===== src/rtl/div_issue_ctrl.sv =====
// -----------------------------------------------------------------------------
// div_issue_ctrl
//
// Purpose:
//   This is the issue and sequencing stage that sits in front of the iterative
//   divider in the M-extension path. Tagged DIV/DIVU/REM/REMU requests are
//   buffered in a small FIFO and launched into the divider one at a time.
//   Two kinds of request are answered locally without using the divider:
//   divide-by-zero and signed overflow. Every request produces exactly one
//   tagged result on a valid/ready writeback port.
//
// Ports:
//   clk_i, rst_n_i    rising-edge clock; synchronous active-low reset
//   clk_en_i          clock enable; when low, all state is frozen
//   flush_i           pipeline flush; empties the FIFO and abandons work
//   req_*             request from the issue logic (valid/ready, op, rs1, rs2, tag)
//   div_*             launch interface to the divider (start pulse, held operands,
//                     done pulse, result)
//   res_*             writeback interface (valid/ready, data, tag)
//   busy_o            high while any work is buffered or in flight
// -----------------------------------------------------------------------------
module div_issue_ctrl #(
    parameter int XLEN  = 32,
    parameter int TAG_W = 4,
    parameter int DEPTH = 2
) (
    input  logic             clk_i,
    input  logic             rst_n_i,
    input  logic             clk_en_i,
    input  logic             flush_i,
    input  logic             req_valid_i,
    output logic             req_ready_o,
    input  logic [1:0]       req_op_i,
    input  logic [XLEN-1:0]  req_dividend_i,
    input  logic [XLEN-1:0]  req_divisor_i,
    input  logic [TAG_W-1:0] req_tag_i,
    output logic             div_start_o,
    output logic [1:0]       div_op_o,
    output logic [XLEN-1:0]  div_dividend_o,
    output logic [XLEN-1:0]  div_divisor_o,
    input  logic             div_done_i,
    input  logic [XLEN-1:0]  div_result_i,
    output logic             res_valid_o,
    input  logic             res_ready_i,
    output logic [XLEN-1:0]  res_data_o,
    output logic [TAG_W-1:0] res_tag_o,
    output logic             busy_o
);

    localparam int PTR_W = (DEPTH > 1) ? $clog2(DEPTH) : 1;
    localparam int CNT_W = $clog2(DEPTH + 1);
    localparam logic [XLEN-1:0] INT_MIN = {1'b1, {(XLEN-1){1'b0}}};

    typedef enum logic [2:0] {
        S_IDLE,
        S_LAUNCH,
        S_WAIT,
        S_RESULT,
        S_DRAIN
    } state_t;

    state_t            state_q, state_d;

    logic [1:0]        fifoOp_q       [DEPTH];
    logic [XLEN-1:0]   fifoDividend_q [DEPTH];
    logic [XLEN-1:0]   fifoDivisor_q  [DEPTH];
    logic [TAG_W-1:0]  fifoTag_q      [DEPTH];
    logic [PTR_W-1:0]  wrPtr_q, rdPtr_q;
    logic [CNT_W-1:0]  count_q, count_d;

    logic [1:0]        divOp_q, divOp_d;
    logic [XLEN-1:0]   divDividend_q, divDividend_d;
    logic [XLEN-1:0]   divDivisor_q, divDivisor_d;
    logic [TAG_W-1:0]  curTag_q, curTag_d;
    logic [XLEN-1:0]   resData_q, resData_d;
    logic [TAG_W-1:0]  resTag_q, resTag_d;

    logic              fifoEmpty, fifoFull;
    logic              doPush, doPop;
    logic [1:0]        headOp;
    logic [XLEN-1:0]   headDividend, headDivisor;
    logic [TAG_W-1:0]  headTag;
    logic              divisorZero, signedOverflow, headSpecial;
    logic [XLEN-1:0]   specialResult;

    // FIFO occupancy flags and the push/pop qualifiers. Ready depends only on
    // the count so it never forms a loop with the requester's valid. A flush
    // suppresses both the push and the pop, since the FIFO is being cleared.
    always_comb begin
        fifoEmpty    = (count_q == '0);
        fifoFull     = (count_q == CNT_W'(DEPTH));
        req_ready_o  = !fifoFull;
        doPush       = req_valid_i && !fifoFull && !flush_i;
        doPop        = (state_q == S_IDLE) && !fifoEmpty && !flush_i;
        headOp       = fifoOp_q[rdPtr_q];
        headDividend = fifoDividend_q[rdPtr_q];
        headDivisor  = fifoDivisor_q[rdPtr_q];
        headTag      = fifoTag_q[rdPtr_q];
        count_d      = count_q + CNT_W'(doPush) - CNT_W'(doPop);
    end

    // Corner cases that RISC-V defines without a trap are resolved here.
    // op[0]=0 marks the signed ops (DIV, REM) and op[1]=1 marks remainders.
    // Only signed ops can overflow, and only for INT_MIN / -1.
    always_comb begin
        divisorZero    = (headDivisor == '0);
        signedOverflow = !headOp[0] && (headDividend == INT_MIN) && (headDivisor == '1);
        headSpecial    = divisorZero || signedOverflow;
        specialResult  = '0;
        if (divisorZero) begin
            specialResult = headOp[1] ? headDividend : '1;
        end else if (signedOverflow) begin
            specialResult = headOp[1] ? '0 : INT_MIN;
        end
    end

    // Next-state and datapath-register logic for the sequencer. A head entry
    // is only popped from IDLE, so a result handshake and the next pop can
    // never share a cycle. If a flush lands in WAIT on the same cycle the
    // divider finishes, the divider is already free, so we return straight
    // to IDLE rather than draining for a done pulse that will never arrive.
    always_comb begin
        state_d       = state_q;
        divOp_d       = divOp_q;
        divDividend_d = divDividend_q;
        divDivisor_d  = divDivisor_q;
        curTag_d      = curTag_q;
        resData_d     = resData_q;
        resTag_d      = resTag_q;
        case (state_q)
            S_IDLE: begin
                if (doPop) begin
                    if (headSpecial) begin
                        resData_d = specialResult;
                        resTag_d  = headTag;
                        state_d   = S_RESULT;
                    end else begin
                        divOp_d       = headOp;
                        divDividend_d = headDividend;
                        divDivisor_d  = headDivisor;
                        curTag_d      = headTag;
                        state_d       = S_LAUNCH;
                    end
                end
            end
            S_LAUNCH: begin
                state_d = flush_i ? S_DRAIN : S_WAIT;
            end
            S_WAIT: begin
                if (flush_i) begin
                    state_d = div_done_i ? S_IDLE : S_DRAIN;
                end else if (div_done_i) begin
                    resData_d = div_result_i;
                    resTag_d  = curTag_q;
                    state_d   = S_RESULT;
                end
            end
            S_RESULT: begin
                if (flush_i || res_ready_i) begin
                    state_d = S_IDLE;
                end
            end
            S_DRAIN: begin
                if (div_done_i) begin
                    state_d = S_IDLE;
                end
            end
            default: begin
                state_d = S_IDLE;
            end
        endcase
    end

    // State and datapath registers. Reset wins over the clock enable; with the
    // enable low, nothing moves.
    always_ff @(posedge clk_i) begin
        if (!rst_n_i) begin
            state_q       <= S_IDLE;
            divOp_q       <= '0;
            divDividend_q <= '0;
            divDivisor_q  <= '0;
            curTag_q      <= '0;
            resData_q     <= '0;
            resTag_q      <= '0;
        end else if (clk_en_i) begin
            state_q       <= state_d;
            divOp_q       <= divOp_d;
            divDividend_q <= divDividend_d;
            divDivisor_q  <= divDivisor_d;
            curTag_q      <= curTag_d;
            resData_q     <= resData_d;
            resTag_q      <= resTag_d;
        end
    end

    // FIFO control registers. Pointers wrap naturally because DEPTH is a power
    // of two. A flush discards every buffered entry by resetting the control
    // state; the stale storage contents are harmless.
    always_ff @(posedge clk_i) begin
        if (!rst_n_i) begin
            wrPtr_q <= '0;
            rdPtr_q <= '0;
            count_q <= '0;
        end else if (clk_en_i) begin
            if (flush_i) begin
                wrPtr_q <= '0;
                rdPtr_q <= '0;
                count_q <= '0;
            end else begin
                if (doPush) begin
                    wrPtr_q <= wrPtr_q + PTR_W'(1);
                end
                if (doPop) begin
                    rdPtr_q <= rdPtr_q + PTR_W'(1);
                end
                count_q <= count_d;
            end
        end
    end

    // FIFO storage. It needs no reset because an entry is only read after it
    // has been written.
    always_ff @(posedge clk_i) begin
        if (clk_en_i && doPush) begin
            fifoOp_q[wrPtr_q]       <= req_op_i;
            fifoDividend_q[wrPtr_q] <= req_dividend_i;
            fifoDivisor_q[wrPtr_q]  <= req_divisor_i;
            fifoTag_q[wrPtr_q]      <= req_tag_i;
        end
    end

    // The outputs are decoded directly from registered state, so the launch
    // pulse and the result valid are glitch-free.
    always_comb begin
        div_start_o    = (state_q == S_LAUNCH);
        div_op_o       = divOp_q;
        div_dividend_o = divDividend_q;
        div_divisor_o  = divDivisor_q;
        res_valid_o    = (state_q == S_RESULT);
        res_data_o     = resData_q;
        res_tag_o      = resTag_q;
        busy_o         = (state_q != S_IDLE) || !fifoEmpty;
    end

endmodule


===== config.mk =====
export PLATFORM = sky130hd
export DESIGN_NAME = div_issue_ctrl
export DESIGN_NICKNAME = d
export VERILOG_FILES = /design/src/rtl/div_issue_ctrl.sv
export SDC_FILE = /design/constraint.sdc
export NUM_CORES = 1
export LEC_CHECK = 0
export CAP_MARGIN = 20
export CORE_MARGIN = 3
export CORE_UTILIZATION = 50
export CTS_CLUSTER_SIZE = 28
export DETAILED_ROUTE_END_ITERATION = 10
export PLACE_DENSITY = 0.8
export REMOVE_ABC_BUFFERS = 1
export SETUP_SLACK_MARGIN = 0.3
export SLEW_MARGIN = 20
export SYNTH_ARGS = -nofsm -noshare
export SYNTH_HDL_FRONTEND = slang
export SYNTH_SLANG_ARGS = --single-unit

===== constraint.sdc =====
create_clock -name clk_i -period 5.3 [get_ports clk_i]
set_input_delay 0.795 -clock clk_i [delete_from_list [all_inputs] [get_ports clk_i]]
set_output_delay 0.795 -clock clk_i [all_outputs]
set_load 0.005 [all_outputs]

==> impl_metrics.py, run 1 <==
metrics = {
    "route": {
        "drtIter0Drc": 756,
        "route.met3.wl_um": 2310,
        "routed.top_layer": "met4",
        "ant_nets": 0,
        "drc": 0,
        "num_vias": 8455,
        "met1_length_um": 12500,
        "first_pass_iters": 5,
        "routed_via_density": 6.05,
        "wire_per_inst_um": 21.1,
        "wl_met2_um": 14000,
        "routed_wl_um": 29500,
    },
    "cts": {
        "clk_latency_ns": 0.53,
        "cts_buffer_depth": 3,
        "post_cts_resized": 0,
        "postCtsSetupRepairBufs": 0,
        "tritoncts.num_buffers": 26,
        "htree_levels": 1,
        "cts_sinks": 254,
        "clk_pin_slew_ns": 0.06,
        "ctsHoldBuffers": 0,
        "cts_tree": "done",
        "cts-root-buf": "clkbuf_16",
    },
    "layout": {
        "finish.instance_area_sq_um": 14100,
        "area_growth_pct": 28.3,
        "drive_gt1_frac": 0.0615,
        "stdcell_count": 1398,
        "final_common_cell": "clkdlybuf4s50_1",
        "mostFrequentLayoutCells": "clkdlybuf4s50_1 (213), edfxtp_1 (140), nand2_1 (113), dfxtp_1 (113), mux2i_1 (103)",
        "nNetsFinal": 1213,
    },
    "yosys": {
        "ys_types": 50,
        "synth_compound_area_frac": 0.119,
        "syn_avg_cell_area_sq_um": 11.8,
        "synth_flop_cell": "edfxtp_1",
        "synth_enable_flop_cells": 140,
        "yosys.area_share.simple": 0.157,
        "async_reset_ff_frac": 0,
        "synth_xor_area_frac": 0.000795,
        "yosysTopAreaCellShare": 0.381,
        "synth_mux_area_frac": 0.0956,
        "synth_top_family_by_area": "simple AND/OR/NAND/NOR gates",
        "yosysWarnings": 0,
        "synth_top_area_cell": "edfxtp_1",
        "syn-cell-area_sq_um": 11000,
        "yosysSeqAreaShare": 0.588,
        "synth-seq-cells": 254,
        "synth.area.top_cells": "edfxtp_1 (38%), dfxtp_1 (21%), mux2i_1 (9.4%)",
        "yosys.area_share.adder": 0.00227,
        "postSynthCellCount": 935,
    },
    "global_routing": {
        "grt_max_degree": 83,
        "grt_pass1_vias": 8169,
        "antenna_found_initial": 0,
        "grt_pass1_wl_um": 46000,
        "grt-ovfl-total": 0,
        "track_usage": 0.238,
    },
    "sta": {
        "worst_pin_slew_ns": 1.03,
        "worst_slack_ns": 1.69,
        "period_share": 0.681,
        "rsz0062_at_grt": "false",
        "tns_ns": 0,
        "hold_viol": 0,
        "setup_viol": 0,
        "fmax_mhz": 277,
        "period_needed_ns": 3.61,
        "drv_slew": 0,
        "fin_skew_ns": 0.0150,
        "relSlewSlack": 0.317,
    },
    "worst_setup_path": {
        "crit_buf_inv": 1,
        "critical_path_class": "flip-flop to flip-flop",
        "crit_chain": "nor4_1 > and4_1 > a31oi_4 > buf_4 > a21o_2 > and3_4 > mux2i_1",
        "critical-path-top-delay-family": "simple AND/OR/NAND/NOR gates",
        "cp_slowest_cell": "and3_4",
        "cp_slowest_stage_delay_ns": 0.87,
        "arrival_ns": 4.06,
        "cp-end-kind": "flip-flop",
        "critPathRequiredTime_ns": 5.75,
        "cp-start-kind": "flip-flop",
        "worstPathMaxFanout": 70,
    },
    "place": {
        "dp_cells": 1349,
        "globalplace.congestion": 0.784,
        "dp_slack_ns": 1.76,
        "hpwl_um": 18700,
        "dpl_cell_area_sq_um": 13200,
        "port_buffers": 214,
    },
    "pwr": {
        "p_int_w": 0.00334,
        "leakage_nw": 5.70,
        "p_sw_frac": 0.208,
        "p_per_area_nw_per_um2": 298,
        "clkPwrFrac": 0.446,
        "p_sw_w": 0.000876,
        "vdd_drop_max_uv": 243,
        "pwr-share-seq": 0.505,
        "finalPower_w": 0.00422,
        "p_comb_frac": 0.049,
    },
    "die": {
        "fp.coreArea_sq_um": 21400,
        "start_util": 0.516,
        "ios": 215,
        "row_count": 53,
        "dieArea_sq_um": 23900,
        "die_w_um": 154,
        "die_h_um": 154,
    },
    "status": {
        "outcome": "finished clean",
    },
    "run": {
        "cap_viol_max_count": 0,
    },
    "min_path": {
        "hp-class": "flip-flop to flip-flop",
    },
}
==> Yosys cell counts, types with 4 or more instances <==
cell type,instances
a211oi_1,32
buf_6,8
and4_1,4
nor2_1,12
clkbuf_1,57
or4_1,6
nand2_1,113
o211a_1,70
a21oi_1,8
edfxtp_1,140
o21ai_0,34
nand4_1,84
buf_2,11
and2_1,36
o211ai_1,6
buf_1,11
nor4_1,19
dfxtp_1,114
nand3_1,5
nor3_1,11
mux2i_1,103
nor2b_1,10
==> worst paths after layout <==
check | start | to | slack, ns | depth (start not counted)
worst max-delay path | flip-flop | div_op_o[1] | 1.69 | 7
worst min-delay path | res_data_o[5] | res_data_o[5] | 0.46 | 2
worst max register to register | flip-flop | div_op_o[1] | 1.69 | 7
worst min register to register | res_data_o[5] | res_data_o[5] | 0.46 | 2
==> power by group through the flow <==
stage	Combinational [W]	Clock (W)	Sequential, W
floorplan	0.0000590	0	0.00217
global placement	0.000203	0	0.00217
detailed placement	0.000205	0	0.00217
CTS	0.000207	0.00191	0.00213
global route	0.000224	0.00200	0.00213
finish	0.000208	0.00188	0.00213
==> flip-flops by register name, indices dropped and copies added (netlist names), 3 cells and up, named ones only <==
name            cells
fifoOp_q            4
div_dividend_o     32
fifoDividend_q     64
div_divisor_o      32
state_q             3
fifoDivisor_q      64
res_tag_o           4
curTag_q            4
fifoTag_q           8
res_data_o         32
==> worst reg2reg max path, stage by stage, from the launching register on <==
cell and delay [ns]:
dfxtp_4 0.61, nor4_1 0.13, and4_1 0.22, a31oi_4 0.58, buf_4 0.36, a21o_2 0.46
and3_4 0.87, mux2i_1 0.29
==> cell type report <==
| cell class | instances | area, sq um |
|---|---|---|
| fillers | 1612 | 7210 |
| flip-flops and latches | 254 | 6490 |
| multi-input cells | 592 | 4180 |
| repair buffers | 226 | 2230 |
| clock buffers | 31 | 722 |
| well taps | 275 | 344 |
| clock inverters | 17 | 168 |
| inverters | 2 | 7.51 |
| diodes | 1 | 2.50 |
==> stage by stage <==
stage / hold WS (ns) / util
6_report: 0.458 / 0.662
5_1_grt: 0.472 / 0.662
4_1_cts: 0.461 / 0.662
3_5_place_dp: 0.452 / 0.620
3_3_place_gp: 0.444 / 0.620
2_1_floorplan: 0.451 / -
==> metal layers <==
layer / GRT usage / up-vias
met5: 0 / -
met4: 0.0614 / 0
met3: 0.0375 / 51
met2: 0.387 / 404
met1: 0.336 / 4092
li1: - / 3908
==> logic make-up (layout without fill, tap and decap cells) <==
logic type | Yosys count | after routing
AO/OA/AOI/OAI | 164 | 164
XOR/XNOR | 1 | 1
adder cells (fa/ha/maj) | 2 | 2
buffers and inverters | 89 | 276
flip-flops | 254 | 254
multiplexers | 105 | 105
other | 0 | 1
AND/OR/NAND/NOR | 320 | 320
Power figures use the tool's default switching activity.
==> run 2, diff against run 1 <==
==> constraint.sdc (replaced) <==
create_clock -name clk_i -period 3.6 [get_ports clk_i]
set_input_delay 0.54 -clock clk_i [delete_from_list [all_inputs] [get_ports clk_i]]
set_output_delay 0.54 -clock clk_i [all_outputs]
set_load 0.005 [all_outputs]
==> impl_metrics.py, run 2 (synthesis results as in run 1) <==
metrics = {
    "route": {
        "drc": 0,
        "routed_via_density": 6.05,
        "drtIter0Drc": 721,
        "wire_per_inst_um": 21.3,
        "ant_nets": 0,
        "num_vias": 8506,
        "first_pass_iters": 5,
        "routed_wl_um": 29900,
    },
    "cts": {
        "post_cts_resized": 0,
        "cts-root-buf": "clkbuf_16",
        "cts_sinks": 254,
        "postCtsSetupRepairBufs": 0,
        "htree_levels": 1,
        "clk_pin_slew_ns": 0.06,
        "cts_tree": "done",
        "cts_buffer_depth": 3,
        "tritoncts.num_buffers": 27,
        "ctsHoldBuffers": 0,
        "clk_latency_ns": 0.53,
    },
    "worst_setup_path": {
        "crit_buf_inv": 2,
        "cp_slowest_stage_delay_ns": 0.47,
        "arrival_ns": 3.53,
        "cpMostUsedCell": "buf_4",
        "critPathRequiredTime_ns": 4.02,
        "crit_chain": "buf_4 > or4b_1 > nor3_1 > a31oi_4 > buf_4 > a21o_2 > and3_4 > o211a_1",
        "cp-start-kind": "flip-flop",
        "cp-end-kind": "flip-flop",
        "regToRegSetupSlack_ns": 0.49,
        "cp_slowest_cell": "or4b_1",
        "critical-path-top-delay-family": "simple AND/OR/NAND/NOR gates",
        "worstPathMaxFanout": 70,
        "critical_path_class": "flip-flop to flip-flop",
    },
    "die": {
        "start_util": 0.516,
        "dieArea_sq_um": 23900,
        "die_h_um": 154,
        "fp.coreArea_sq_um": 21400,
        "die_w_um": 154,
        "row_count": 53,
        "ios": 215,
    },
    "layout": {
        "mostFrequentLayoutCells": "clkdlybuf4s50_1 (213), edfxtp_1 (140), nand2_1 (113), dfxtp_1 (113), mux2i_1 (103)",
        "final_common_cell": "clkdlybuf4s50_1",
        "utilization": 0.674,
        "nNetsFinal": 1222,
        "reg.largest.list": "fifoDividend_q x64, fifoDivisor_q x64",
        "area_growth_pct": 30.6,
        "antenna_cells": 0,
        "drive_gt1_frac": 0.0733,
    },
    "sta": {
        "period_share": 0.865,
        "setup_viol": 0,
        "worst_slack_ns": 0.485,
        "hold_viol": 0,
        "tns_ns": 0,
        "fmax_mhz": 321,
        "relSlewSlack": 0.354,
        "fin_skew_ns": 0.0138,
        "worst_pin_slew_ns": 0.969,
        "drv_slew": 0,
        "period_needed_ns": 3.11,
        "rsz0062_at_grt": "false",
    },
    "pwr": {
        "vdd_drop_max_uv": 441,
        "finalPower_w": 0.00658,
        "leakage_nw": 5.83,
        "p_per_area_nw_per_um2": 457,
    },
    "global_routing": {
        "grt_pass1_wl_um": 46500,
        "grt_max_degree": 84,
        "grt-ovfl-total": 0,
        "grt_pass1_vias": 8448,
        "antenna_found_initial": 1,
        "track_usage": 0.241,
    },
    "min_path": {
        "hp-class": "flip-flop to flip-flop",
    },
    "place": {
        "hpwl_um": 19600,
        "dp_slack_ns": 0.484,
        "globalplace.congestion": 0.837,
        "port_buffers": 214,
    },
    "status": {
        "outcome": "finished clean",
    },
    "run": {
        "cap_viol_max_count": 0,
    },
}
[run 2: changes by cell type in the layout (fill, tap and decap cells not counted), sizes merged]
cell      previous run  this run
diode                1         0
clkinv              13         6
bufinv               3         7
buf                 13        21
clkinvlp             0         1
inv                  3         4
clkbuf              31        34
[run 2: final timing paths]
| check | start | end | depth (start not counted) |
|---|---|---|---|
| min reg2reg | div_op_o[1] | div_op_o[1] | 2 |
| max | flip-flop | div_dividend_o[16] | 8 |
| min | div_op_o[1] | div_op_o[1] | 2 |
| max reg2reg | flip-flop | div_dividend_o[16] | 8 |
[run 2: report_power, final]
part	internal [W]	leakage, nW	switching, W
Combinational	0.000173	3.13	0.000140
Clock	0.00199	0.502	0.00114
Sequential	0.00310	2.19	0.0000273
[run 2: metrics by stage]
step | std cells | instance area [sq um] | hold WS, ns
final | 1407 | 14400 | 0.460
after global placement | 1356 | 13400 | 0.444
after detailed placement | 1356 | 13400 | 0.451
after floorplan | 848 | 10600 | 0.451
after CTS | 1406 | 14400 | 0.461
after global routing | 1407 | 14400 | 0.479
[run 2: area by class of cell]
| cell class | count | area [sq um] |
|---|---|---|
| clock buffers | 34 | 753 |
| well taps | 275 | 344 |
| inverters | 2 | 7.51 |
| flip-flops and latches | 254 | 6490 |
| fillers | 1574 | 6960 |
| repair buffers | 234 | 2360 |
| multi-input cells | 592 | 4180 |
| clock inverters | 16 | 265 |
[run 2: routing by layer]
layer,wire (um),vias to the layer above,GRT usage
met1,12600,4115,0.337
met5,13,-,0
met3,2440,57,0.0369
li1,-,3933,-
met2,14200,399,0.395
met4,750,2,0.0652
[run 2: worst min-delay path, cell delays in order, from the launching register on]
cell	delay [ns]
dfxtp_1	0.31
nand2_1	0.05
mux2i_1	0.05
==> run 3, diff against run 2 <==
--- a/config.mk
+++ b/config.mk
@@ -6,7 +6,7 @@
 export NUM_CORES = 1
 export LEC_CHECK = 0
 export CAP_MARGIN = 20
-export CORE_MARGIN = 3
+export CORE_MARGIN = 2
 export CORE_UTILIZATION = 50
 export CTS_CLUSTER_SIZE = 28
 export DETAILED_ROUTE_END_ITERATION = 10
==> constraint.sdc (replaced) <==
create_clock -name clk_i -period 3.72 [get_ports clk_i]
set_input_delay 0.558 -clock clk_i [delete_from_list [all_inputs] [get_ports clk_i]]
set_output_delay 0.558 -clock clk_i [all_outputs]
set_load 0.005 [all_outputs]
==> impl_metrics.py, run 3 (synthesis results as in run 1) <==
metrics = {
    "route": {
        "drtIter0Drc": 735,
        "drc": 0,
        "ant_nets": 0,
        "num_vias": 8498,
        "wire_per_inst_um": 20.8,
        "routed_via_density": 6.04,
        "first_pass_iters": 7,
        "routed_wl_um": 29200,
    },
    "global_routing": {
        "grt_pass1_vias": 8220,
        "grt_pass1_wl_um": 45400,
        "grt-ovfl-total": 0,
        "antenna_found_initial": 0,
        "grt_max_degree": 85,
        "track_usage": 0.242,
    },
    "worst_setup_path": {
        "arrival_ns": 3.60,
        "cp_slowest_cell": "or4_1",
        "r2r_cells": 7,
        "cp-end-kind": "flip-flop",
        "critPathRequiredTime_ns": 4.12,
        "cp-start-kind": "flip-flop",
        "rr_endpoint": "res_data_o[18]",
        "cp_slowest_stage_delay_ns": 0.54,
        "regToRegSetupSlack_ns": 0.52,
        "crit_chain": "buf_12 > or4b_1 > or4_1 > a21oi_1 > o31ai_4 > buf_4 > mux2i_1",
        "critical_path_class": "flip-flop to flip-flop",
        "worstPathMaxFanout": 41,
    },
    "cts": {
        "clk_pin_slew_ns": 0.06,
        "cts_buffer_depth": 3,
        "tritoncts.num_buffers": 26,
        "cts_tree": "done",
        "cts_sinks": 254,
        "cts-root-buf": "clkbuf_16",
        "clk_latency_ns": 0.53,
        "post_cts_resized": 0,
        "postCtsSetupRepairBufs": 0,
        "ctsHoldBuffers": 0,
        "htree_levels": 1,
    },
    "die": {
        "die_h_um": 152,
        "start_util": 0.507,
        "row_count": 54,
        "fp.coreArea_sq_um": 21800,
        "die_w_um": 152,
        "ios": 215,
        "dieArea_sq_um": 23300,
    },
    "layout": {
        "final_common_cell": "clkdlybuf4s50_1",
        "mostFrequentLayoutCells": "clkdlybuf4s50_1 (213), edfxtp_1 (140), nand2_1 (113), dfxtp_1 (113), mux2i_1 (103)",
        "nNetsFinal": 1217,
        "antenna_cells": 0,
        "drive_gt1_frac": 0.0657,
        "reg.largest.list": "fifoDividend_q x64, fifoDivisor_q x64",
        "utilization": 0.653,
        "area_growth_pct": 28.9,
        "finish.instance_area_sq_um": 14200,
        "n_fill_cell": 1640,
    },
    "run": {
        "cap_viol_max_count": 0,
    },
    "sta": {
        "setup_viol": 0,
        "fmax_mhz": 312,
        "rsz0062_at_grt": "false",
        "period_needed_ns": 3.20,
        "fin_skew_ns": 0.0219,
        "worst_pin_slew_ns": 0.936,
        "period_share": 0.860,
        "drv_slew": 0,
        "fin_hold_ws_ns": 0.463,
        "relSlewSlack": 0.376,
        "hold_viol": 0,
    },
    "place": {
        "hpwl_um": 19100,
        "dpl_cell_area_sq_um": 13300,
        "globalplace.congestion": 0.815,
        "port_buffers": 214,
    },
    "min_path": {
        "min_from": "res_data_o[15]",
        "holdPathEnd": "res_data_o[15]",
        "hp-class": "flip-flop to flip-flop",
        "hold_path_depth": 2,
    },
    "pwr": {
        "leakage_nw": 5.72,
        "p_sw_w": 0.00126,
        "p_comb_frac": 0.051,
        "pwr-share-seq": 0.512,
        "vdd_drop_max_uv": 280,
        "p_sw_frac": 0.212,
        "p_per_area_nw_per_um2": 417,
        "p_int_w": 0.00467,
        "clkPwrFrac": 0.437,
    },
    "status": {
        "outcome": "finished clean",
    },
}
==> run 3: cell type report <==
cell class / count / area, sq um / share of cell area
inverters: 2 / 7.51 / 0.000528
well taps: 280 / 350 / 0.0247
multi-input cells: 592 / 4180 / 0.294
clock buffers: 31 / 701 / 0.0493
flip-flops and latches: 254 / 6490 / 0.457
repair buffers: 230 / 2320 / 0.163
clock inverters: 17 / 160 / 0.0113
==> run 3: critical path: cells and delay by family, from the launching register on <==
| kind | cells | cell delay (ns) |
|---|---|---|
| and+or+nand+nor | 2 | 0.99 |
| AOI/OAI and AO/OA | 2 | 0.72 |
| buffers and inverters | 2 | 0.62 |
| DFF | 1 | 0.50 |
| muxes | 1 | 0.18 |
==> run 3: power groups by stage <==
| stage | Clock [W] | Sequential, W | Combinational [W] |
|---|---|---|---|
| finish | 0.00259 | 0.00303 | 0.000303 |
| global placement | 0 | 0.00309 | 0.000295 |
| floorplan | 0 | 0.00309 | 0.0000841 |
| detailed placement | 0 | 0.00309 | 0.000299 |
| global route | 0.00272 | 0.00303 | 0.000323 |
| CTS | 0.00263 | 0.00303 | 0.000302 |
==> run 3: worst max path at each step <==
stage | start | to | slack, ns | cells past startpoint
after floorplan | flip-flop | res_data_o[0] | -5.10 | 6
after global placement | flip-flop | res_data_o[18] | 0.65 | 7
after detailed placement | flip-flop | res_data_o[5] | 0.56 | 7
after CTS | flip-flop | res_data_o[7] | 0.56 | 7
after global routing | flip-flop | res_data_o[7] | 0.36 | 7
final | flip-flop | res_data_o[18] | 0.52 | 7
==> run 3: layer usage <==
layer	track usage	wire length (um)	up-vias
met1	0.335	12100	4105
met2	0.407	14100	432
met4	0.0591	593	0
li1	-	-	3916
met5	0	0	-
met3	0.0356	2500	45
==> run 3: through the flow <==
step,setup slack (ns),std cells,TNS [ns],total power [W]
floorplan,-5.10,848,-450.15,0.00318
global placement,0.651,1358,0,0.00338
detailed placement,0.561,1358,0,0.00339
CTS,0.555,1406,0,0.00596
global route,0.364,1406,0,0.00608
finish,0.520,1406,0,0.00592
